==> config.mk <==
export PLATFORM = sky130hd
export DESIGN_NAME = sd_spi_card_responder_flat
export DESIGN_NICKNAME = d
export VERILOG_FILES = /design/src/rtl/sd_spi_card_responder_if.sv /design/src/rtl/sd_spi_card_responder.sv /design/src/flat_wrapper.sv
export SDC_FILE = /design/constraint.sdc
export NUM_CORES = 1
export LEC_CHECK = 0
export CAP_MARGIN = 20
export CORE_AREA = 8 8 106 181
export CTS_BUF_LIST = sky130_fd_sc_hd__clkbuf_8
export DETAILED_ROUTE_END_ITERATION = 10
export DIE_AREA = 0 0 114 189
export GPL_ROUTABILITY_DRIVEN = 0
export PLACE_DENSITY = 0.81
export SLEW_MARGIN = 20
export SYNTH_ARGS = -nofsm -noshare
export SYNTH_HDL_FRONTEND = slang
export SYNTH_SLANG_ARGS = --single-unit
==> constraint.sdc <==
create_clock -name clk -period 10.2 [get_ports clk]
set_input_delay 2.04 -clock clk [delete_from_list [all_inputs] [get_ports clk]]
set_output_delay 2.04 -clock clk [all_outputs]
set_load 0.005 [all_outputs]
==> src/rtl/sd_spi_card_responder_if.sv <==
// SPI link between an SD host (master) and the card-side responder (slave).
interface sd_spi_card_responder_if;
  logic sck;
  logic cs_n;
  logic mosi;
  logic miso;
  logic miso_oe;

  modport master (output sck, output cs_n, output mosi, input miso, input miso_oe);
  modport slave  (input sck, input cs_n, input mosi, output miso, output miso_oe);
endinterface

==> src/rtl/sd_spi_card_responder.sv <==
// Card-side SD SPI-mode responder: deframes commands, answers R1/R7, and
// serves 512-byte blocks from a byte-wide synchronous memory for CMD17.
module sd_spi_card_responder #(
  parameter int MEM_AW      = 20,
  parameter int RESP_DELAY  = 1,
  parameter int TOKEN_DELAY = 2,
  parameter int INIT_POLLS  = 2
) (
  input  logic                   clk,
  input  logic                   reset,
  sd_spi_card_responder_if.slave spi,
  output logic [MEM_AW-1:0]      mem_addr,
  output logic                   mem_rd,
  input  logic [7:0]             mem_rdata,
  output logic                   card_ready,
  output logic [5:0]             last_cmd,
  output logic [15:0]            blocks_served
);
  localparam int         BLK_W      = MEM_AW - 9;
  localparam logic [7:0] RESP_FILL  = 8'(RESP_DELAY - 1);
  localparam logic [7:0] TOKEN_FILL = 8'(TOKEN_DELAY - 1);
  localparam logic [7:0] POLL_LIMIT = 8'(INIT_POLLS);

  typedef enum logic [2:0] {CMD_WAIT, CMD_RX, RESP, DATA_WAIT, DATA, CRC} state_t;

  logic sck_p0, sck_p1, sck_p2, cs_n_p0, cs_n_p1, mosi_p0, mosi_p1;
  logic sck_rise, sck_fall;

  state_t             state;
  logic [2:0]         bit_cnt, arg_cnt, resp_len;
  logic [7:0]         rx_shift, tx_shift, next_byte, data_buf, fill_cnt, tok_cnt, poll_cnt;
  logic               byte_done, rd_q, tok_sent, data_phase, crc_first, idle, app_cmd, oe_r;
  logic [5:0]         cmd;
  logic [31:0]        arg;
  logic [39:0]        resp_q;
  logic [BLK_W-1:0]   blk;
  logic [9:0]         byte_idx;

  logic [7:0]  dec_r1, dec_poll;
  logic [39:0] dec_q;
  logic [2:0]  dec_len;
  logic        dec_data, dec_idle, dec_ready, dec_app, arg_oob;

  // Input stage: two-flop synchronizers, third sck flop for edge detection
  always_ff @(posedge clk or posedge reset) begin
    if (reset) begin
      {sck_p0, sck_p1, sck_p2} <= 3'b000;
      {cs_n_p0, cs_n_p1}       <= 2'b11;
      {mosi_p0, mosi_p1}       <= 2'b11;
    end else begin
      {sck_p0, sck_p1, sck_p2} <= {spi.sck, sck_p0, sck_p1};
      {cs_n_p0, cs_n_p1}       <= {spi.cs_n, cs_n_p0};
      {mosi_p0, mosi_p1}       <= {spi.mosi, mosi_p0};
    end
  end

  assign sck_rise    = sck_p1 & ~sck_p2;
  assign sck_fall    = ~sck_p1 & sck_p2;
  assign spi.miso    = tx_shift[7];
  assign spi.miso_oe = oe_r;
  assign arg_oob     = (arg >> BLK_W) != 32'd0;

  always_comb begin
    dec_r1    = {5'b0, 1'b1, 1'b0, idle};
    dec_len   = 3'd1;
    dec_data  = 1'b0;
    dec_idle  = idle;
    dec_ready = card_ready;
    dec_app   = 1'b0;
    dec_poll  = poll_cnt;
    case (cmd)
      6'd0: begin
        dec_idle  = 1'b1;
        dec_ready = 1'b0;
        dec_poll  = 8'd0;
        dec_r1    = 8'h01;
      end
      6'd8: begin
        dec_r1  = {7'b0, idle};
        dec_len = 3'd5;
      end
      6'd55: begin
        dec_app = 1'b1;
        dec_r1  = {7'b0, idle};
      end
      6'd41: if (app_cmd) begin
        if (poll_cnt < POLL_LIMIT) begin
          dec_poll = poll_cnt + 8'd1;
          dec_r1   = 8'h01;
        end else begin
          dec_idle  = 1'b0;
          dec_ready = 1'b1;
          dec_r1    = 8'h00;
        end
      end
      6'd16: dec_r1 = {7'b0, idle};
      6'd17: begin
        if (idle)         dec_r1 = 8'h05;
        else if (arg_oob) dec_r1 = 8'h20;
        else begin
          dec_r1   = 8'h00;
          dec_data = 1'b1;
        end
      end
      default: ;
    endcase
    dec_q = (cmd == 6'd8) ? {dec_r1, 16'h0000, 8'h01, arg[7:0]} : {dec_r1, 32'hFFFF_FFFF};
  end

  // Bit stage and byte-level FSM; next_byte is resolved one clk after a byte completes
  always_ff @(posedge clk or posedge reset) begin
    if (reset) begin
      state <= CMD_WAIT;
      bit_cnt <= '0; arg_cnt <= '0; resp_len <= '0;
      rx_shift <= 8'h00; tx_shift <= 8'hFF; next_byte <= 8'hFF; data_buf <= 8'h00;
      fill_cnt <= '0; tok_cnt <= '0; poll_cnt <= '0;
      byte_done <= 1'b0; rd_q <= 1'b0; tok_sent <= 1'b0; data_phase <= 1'b0; crc_first <= 1'b0;
      idle <= 1'b1; app_cmd <= 1'b0; oe_r <= 1'b0;
      cmd <= '0; arg <= '0; resp_q <= '0; blk <= '0; byte_idx <= '0;
      mem_addr <= '0; mem_rd <= 1'b0;
      card_ready <= 1'b0; last_cmd <= '0; blocks_served <= '0;
    end else if (cs_n_p1) begin
      bit_cnt   <= '0;
      tx_shift  <= 8'hFF;
      next_byte <= 8'hFF;
      state     <= CMD_WAIT;
      mem_rd    <= 1'b0;
      rd_q      <= 1'b0;
      byte_done <= 1'b0;
      oe_r      <= 1'b0;
    end else begin
      oe_r      <= 1'b1;
      mem_rd    <= 1'b0;
      rd_q      <= mem_rd;
      byte_done <= 1'b0;
      if (rd_q) data_buf <= mem_rdata;
      if (sck_rise) begin
        rx_shift <= {rx_shift[6:0], mosi_p1};
        bit_cnt  <= bit_cnt + 3'd1;
        if (bit_cnt == 3'd7) byte_done <= 1'b1;
      end
      if (sck_fall) tx_shift <= (bit_cnt == 3'd0) ? next_byte : {tx_shift[6:0], 1'b1};
      if (byte_done) begin
        case (state)
          CMD_WAIT: begin
            next_byte <= 8'hFF;
            if (rx_shift[7:6] == 2'b01) begin
              cmd     <= rx_shift[5:0];
              arg_cnt <= '0;
              state   <= CMD_RX;
            end
          end
          CMD_RX: begin
            next_byte <= 8'hFF;
            if (arg_cnt != 3'd4) begin
              arg     <= {arg[23:0], rx_shift};
              arg_cnt <= arg_cnt + 3'd1;
            end else begin
              last_cmd   <= cmd;
              idle       <= dec_idle;
              card_ready <= dec_ready;
              app_cmd    <= dec_app;
              poll_cnt   <= dec_poll;
              resp_q     <= dec_q;
              resp_len   <= dec_len;
              data_phase <= dec_data;
              blk        <= arg[BLK_W-1:0];
              fill_cnt   <= RESP_FILL;
              state      <= RESP;
            end
          end
          RESP: begin
            if (fill_cnt != 8'd0) begin
              fill_cnt  <= fill_cnt - 8'd1;
              next_byte <= 8'hFF;
            end else if (resp_len != 3'd0) begin
              next_byte <= resp_q[39:32];
              resp_q    <= {resp_q[31:0], 8'hFF};
              resp_len  <= resp_len - 3'd1;
            end else if (data_phase) begin
              state <= DATA_WAIT;
              if (TOKEN_DELAY == 0) begin
                next_byte <= 8'hFE;
                mem_rd    <= 1'b1;
                mem_addr  <= {blk, 9'd0};
                tok_sent  <= 1'b1;
              end else begin
                next_byte <= 8'hFF;
                tok_cnt   <= TOKEN_FILL;
                tok_sent  <= 1'b0;
              end
            end else begin
              next_byte <= 8'hFF;
              state     <= CMD_WAIT;
            end
          end
          DATA_WAIT: begin
            if (tok_sent) begin
              next_byte <= data_buf;
              mem_rd    <= 1'b1;
              mem_addr  <= {blk, 9'd1};
              byte_idx  <= 10'd1;
              state     <= DATA;
            end else if (tok_cnt != 8'd0) begin
              tok_cnt   <= tok_cnt - 8'd1;
              next_byte <= 8'hFF;
            end else begin
              next_byte <= 8'hFE;
              mem_rd    <= 1'b1;
              mem_addr  <= {blk, 9'd0};
              tok_sent  <= 1'b1;
            end
          end
          DATA: begin
            if (byte_idx != 10'd512) begin
              next_byte <= data_buf;
              byte_idx  <= byte_idx + 10'd1;
              if (byte_idx != 10'd511) begin
                mem_rd   <= 1'b1;
                mem_addr <= {blk, byte_idx[8:0] + 9'd1};
              end
            end else begin
              next_byte <= 8'h00;
              crc_first <= 1'b1;
              state     <= CRC;
            end
          end
          CRC: begin
            if (crc_first) begin
              next_byte <= 8'h00;
              crc_first <= 1'b0;
            end else begin
              next_byte     <= 8'hFF;
              blocks_served <= blocks_served + 16'd1;
              state         <= CMD_WAIT;
            end
          end
          default: state <= CMD_WAIT;
        endcase
      end
    end
  end
endmodule

==> src/flat_wrapper.sv <==
// flat-port wrapper written by rule: the top's interface ports become plain ports
module sd_spi_card_responder_flat 
#(
  parameter int MEM_AW      = 20,
  parameter int RESP_DELAY  = 1,
  parameter int TOKEN_DELAY = 2,
  parameter int INIT_POLLS  = 2
)
  (clk, reset, mem_addr, mem_rd, mem_rdata, card_ready, last_cmd, blocks_served, spi_sck, spi_cs_n, spi_mosi, spi_miso, spi_miso_oe);
  sd_spi_card_responder_if spi_i ();
  input  logic clk;
  input  logic reset;
  output logic [MEM_AW-1:0] mem_addr;
  output logic mem_rd;
  input  logic [7:0] mem_rdata;
  output logic card_ready;
  output logic [5:0] last_cmd;
  output logic [15:0] blocks_served;
  input wire logic [$bits(spi_i.sck)-1:0] spi_sck;
  input wire logic [$bits(spi_i.cs_n)-1:0] spi_cs_n;
  input wire logic [$bits(spi_i.mosi)-1:0] spi_mosi;
  output wire logic [$bits(spi_i.miso)-1:0] spi_miso;
  output wire logic [$bits(spi_i.miso_oe)-1:0] spi_miso_oe;
  assign spi_i.sck = spi_sck;
  assign spi_i.cs_n = spi_cs_n;
  assign spi_i.mosi = spi_mosi;
  assign spi_miso = spi_i.miso;
  assign spi_miso_oe = spi_i.miso_oe;
  sd_spi_card_responder #(.MEM_AW(MEM_AW), .RESP_DELAY(RESP_DELAY), .TOKEN_DELAY(TOKEN_DELAY), .INIT_POLLS(INIT_POLLS)) u_core (.clk(clk), .reset(reset), .spi(spi_i), .mem_addr(mem_addr), .mem_rd(mem_rd), .mem_rdata(mem_rdata), .card_ready(card_ready), .last_cmd(last_cmd), .blocks_served(blocks_served));
endmodule
==> results.sh <==
export IMPL_status="complete, no violations"
export IMPL_cts_root_buf="clkbuf_8"
export IMPL_critical_path_top_delay_family="buffers and inverters"
export IMPL_io_buffers=58
export IMPL_seq_area_frac_synth_pct=55.8
export IMPL_rsz0062_at_grt="false"
export IMPL_grt_max_degree=145
export IMPL_slowest_stage="clkdlybuf4s50_1"
export IMPL_grt_pass1_wl_um=35000
export IMPL_final_common_cell="dfrtp_1"
export IMPL_grt_usage_pct=19.8
export IMPL_worst_ep_required_time_ns=8.16
export IMPL_ir_drop_uv=120
export IMPL_whs_ns=0.358
export IMPL_synth_top_cells_by_area="dfrtp_1 50%, mux2_2 6.4%, nand2_1 5.5%, dfstp_2 5.4%, o21ai_0 4.4%"
export IMPL_final_nets=1029
export IMPL_slew_viol_final=0
export IMPL_synth_seq_cells=226
export IMPL_layout_common_cells="205 x dfrtp_1, 150 x nand2_1, 89 x o21ai_0"
export IMPL_syn_nets=979
export IMPL_async_reset_ff_share_pct=100
export IMPL_gr_total_overflow=0
export IMPL_drive_gt1_share_pct=16.1
export IMPL_synth_top_area_share_pct=50.4
export IMPL_post_route_min_period_ns=3.63
export IMPL_synth_area_per_cell_um2=10.7
export IMPL_netlist_area_um2=10200
export IMPL_clkSlewWorstSetupHoldPaths_ns=0.07
export IMPL_ys_warn_count=0
export IMPL_hold_viol_final=0
export IMPL_critPathLaunch="u_core.blocks_served[4]"
export IMPL_dieArea_um2=21500
export IMPL_synth_top_cell_by_area="dfrtp_1"
export IMPL_arrival_ns=1.59
export IMPL_maxCapViolations=0
export IMPL_yosysUniqueCellTypes=73
export IMPL_syn_inst=951
export IMPL_ioPinCount=59
export IMPL_cts_htree_levels=1
export IMPL_clock_latency_ns=0.57
export IMPL_max_stage_delay_ns=0.55
export IMPL_synth_edf_count=0
export IMPL_antenna_found_initial=0
export IMPL_hp_class="flop to flop"
export IMPL_fp_dieH_um=189
export IMPL_crit_path_cell_trace="clkdlybuf4s50_1"
export IMPL_fin_crit_sh_pct=35.6
export IMPL_start_util_pct=60.9
export IMPL_dp_final_hpwl_um=14200
export IMPL_wirelength_um=20800
export IMPL_drtIter0Drc=432
export IMPL_num_rows=63
export IMPL_drc=0
export IMPL_cts_tree="built"
export IMPL_worstPathMaxFanout=7
export IMPL_end_kind="output port"
export IMPL_worstSetupStartpointType="flop"
export IMPL_wl_per_cell_um=16.6
export IMPL_crit_type="flop to output port"
export IMPL_min_delay_start="u_core.cs_n_p0"
export IMPL_leakagePower_nw=5.44
export IMPL_path_buf_inv=1
export IMPL_cts_sinks=226
export IMPL_clock_skew_ns=0.0198
export IMPL_synth_ff_type="dfrtp_1"
export IMPL_cts_resized=0
export IMPL_reg2reg_from="u_core.state[0]"
export IMPL_cts_buffers=31
export IMPL_dr_total_vias=7153
export IMPL_clockBufferDepth=3
export IMPL_setup_viol=0
export IMPL_die_x_um=114
export IMPL_post_cts_setup_buffers=0
export IMPL_diodes=0
export IMPL_dr_pass1_iters=5
export IMPL_via_per_inst=5.71
export IMPL_slew_headroom_pct=32.9
export IMPL_postCtsHoldBufs=0
export IMPL_syn_to_final_growth_pct=13.9
export IMPL_worst_pin_slew_ns=1.01
export IMPL_core_um2=16700
export IMPL_power_density_nw_per_um2=149
export IMPL_fin_setup_tns_ns=0
export IMPL_ant_nets=0
export IMPL_fmax_ghz=0.276
export IMPL_grt_pass1_vias=7257
cell type report:
cell class,instances,area [µm²]
well taps,227,284
flip-flops and latches,226,5680
multi-input cells,652,4200
clock inverters,17,129
clock buffers,41,564
fillers,1271,5120
inverters,26,105
repair buffers,64,629
kinds of logic after synthesis:
logic type,after synthesis,share of synthesized area (%)
AO/OA/AOI/OAI,192,11.7
buffers and inverters,73,2.94
multiplexers,81,9.17
AND/OR/NAND/NOR,336,16.1
flip-flops,226,55.8
XOR/XNOR,28,2.41
adder cells (fa/ha/maj),15,1.84
cell usage after synthesis (all sizes together) (3+ instances only):
cell type  instances
mux2              68
a21boi             3
nand3b             3
nor3              15
a21oi             26
xnor2             15
a22o               3
nor2b             12
mux2i             13
ha                15
nor2              60
dfrtp            205
clkbuf            34
inv               26
nand3             18
or3                5
o211ai             8
nand4             10
or4                9
dfstp             21
o31ai             10
nand4b             3
nand2            150
and3               6
nand2b             8
nor3b              5
a31oi             10
buf               13
nor4              11
a21o               4
xor2              13
o21ai             98
a32o               5
and2              11
o2bb2ai            3
or4b               3
stage by stage:
| stage | power [mW] | instance area, µm² | utilization, % | instances | setup WS (ns) |
|---|---|---|---|---|---|
| 2_1_floorplan | 0.981 | 10200 | - | 951 | 2.00 |
| 3_3_place_gp | 0.998 | 10900 | 65.2 | 1195 | 5.82 |
| 3_5_place_dp | 1.00 | 10900 | 65.2 | 1195 | 5.82 |
| 4_1_cts | 1.75 | 11600 | 69.3 | 1253 | 6.42 |
| 5_1_grt | 1.80 | 11600 | 69.3 | 1253 | 6.48 |
| 6_report | 1.73 | 11600 | 69.3 | 1253 | 6.57 |
path summary, 6_finish.rpt:
path	to	slack [ns]	cells after the start
setup / recovery	blocks_served[4]	6.57	1
hold / removal	u_core.cs_n_p1	0.36	0
setup reg to reg	u_core.tok_cnt[6]	6.91	5
hold reg to reg	u_core.cs_n_p1	0.36	0
max in group asynchronous	u_core.resp_len[0]	6.80	3
min in group asynchronous	u_core.mem_addr[13]	2.09	2
layer usage:
| layer | share of wire [%] | track usage, % | wire, µm | up-vias |
|---|---|---|---|---|
| li1 | - | - | - | 3426 |
| met1 | 40 | 22.2 | 8300 | 3545 |
| met2 | 53 | 35.4 | 11000 | 139 |
| met3 | 3.8 | 3.35 | 790 | 43 |
| met4 | 3.4 | 9.02 | 711 | 0 |
| met5 | 0 | 0 | 0 | - |
registers in the layout (all words and copies together), names as in the netlist, 10 cells and up:
| signal | cells |
|---|---|
| u_core.arg | 32 |
| u_core.blk | 11 |
| u_core.blocks_served | 16 |
| u_core.byte_idx | 10 |
| u_core.mem_addr | 20 |
| u_core.resp_q | 40 |
power breakdown:
part | leakage, nW | switching, mW | internal (mW)
combinational | 1.99 | 0.0304 | 0.0227
clock | 0.388 | 0.333 | 0.411
sequential | 3.06 | 0.0155 | 0.915
total | 5.44 | 0.379 | 1.35
Power figures use the tool's default switching activity.
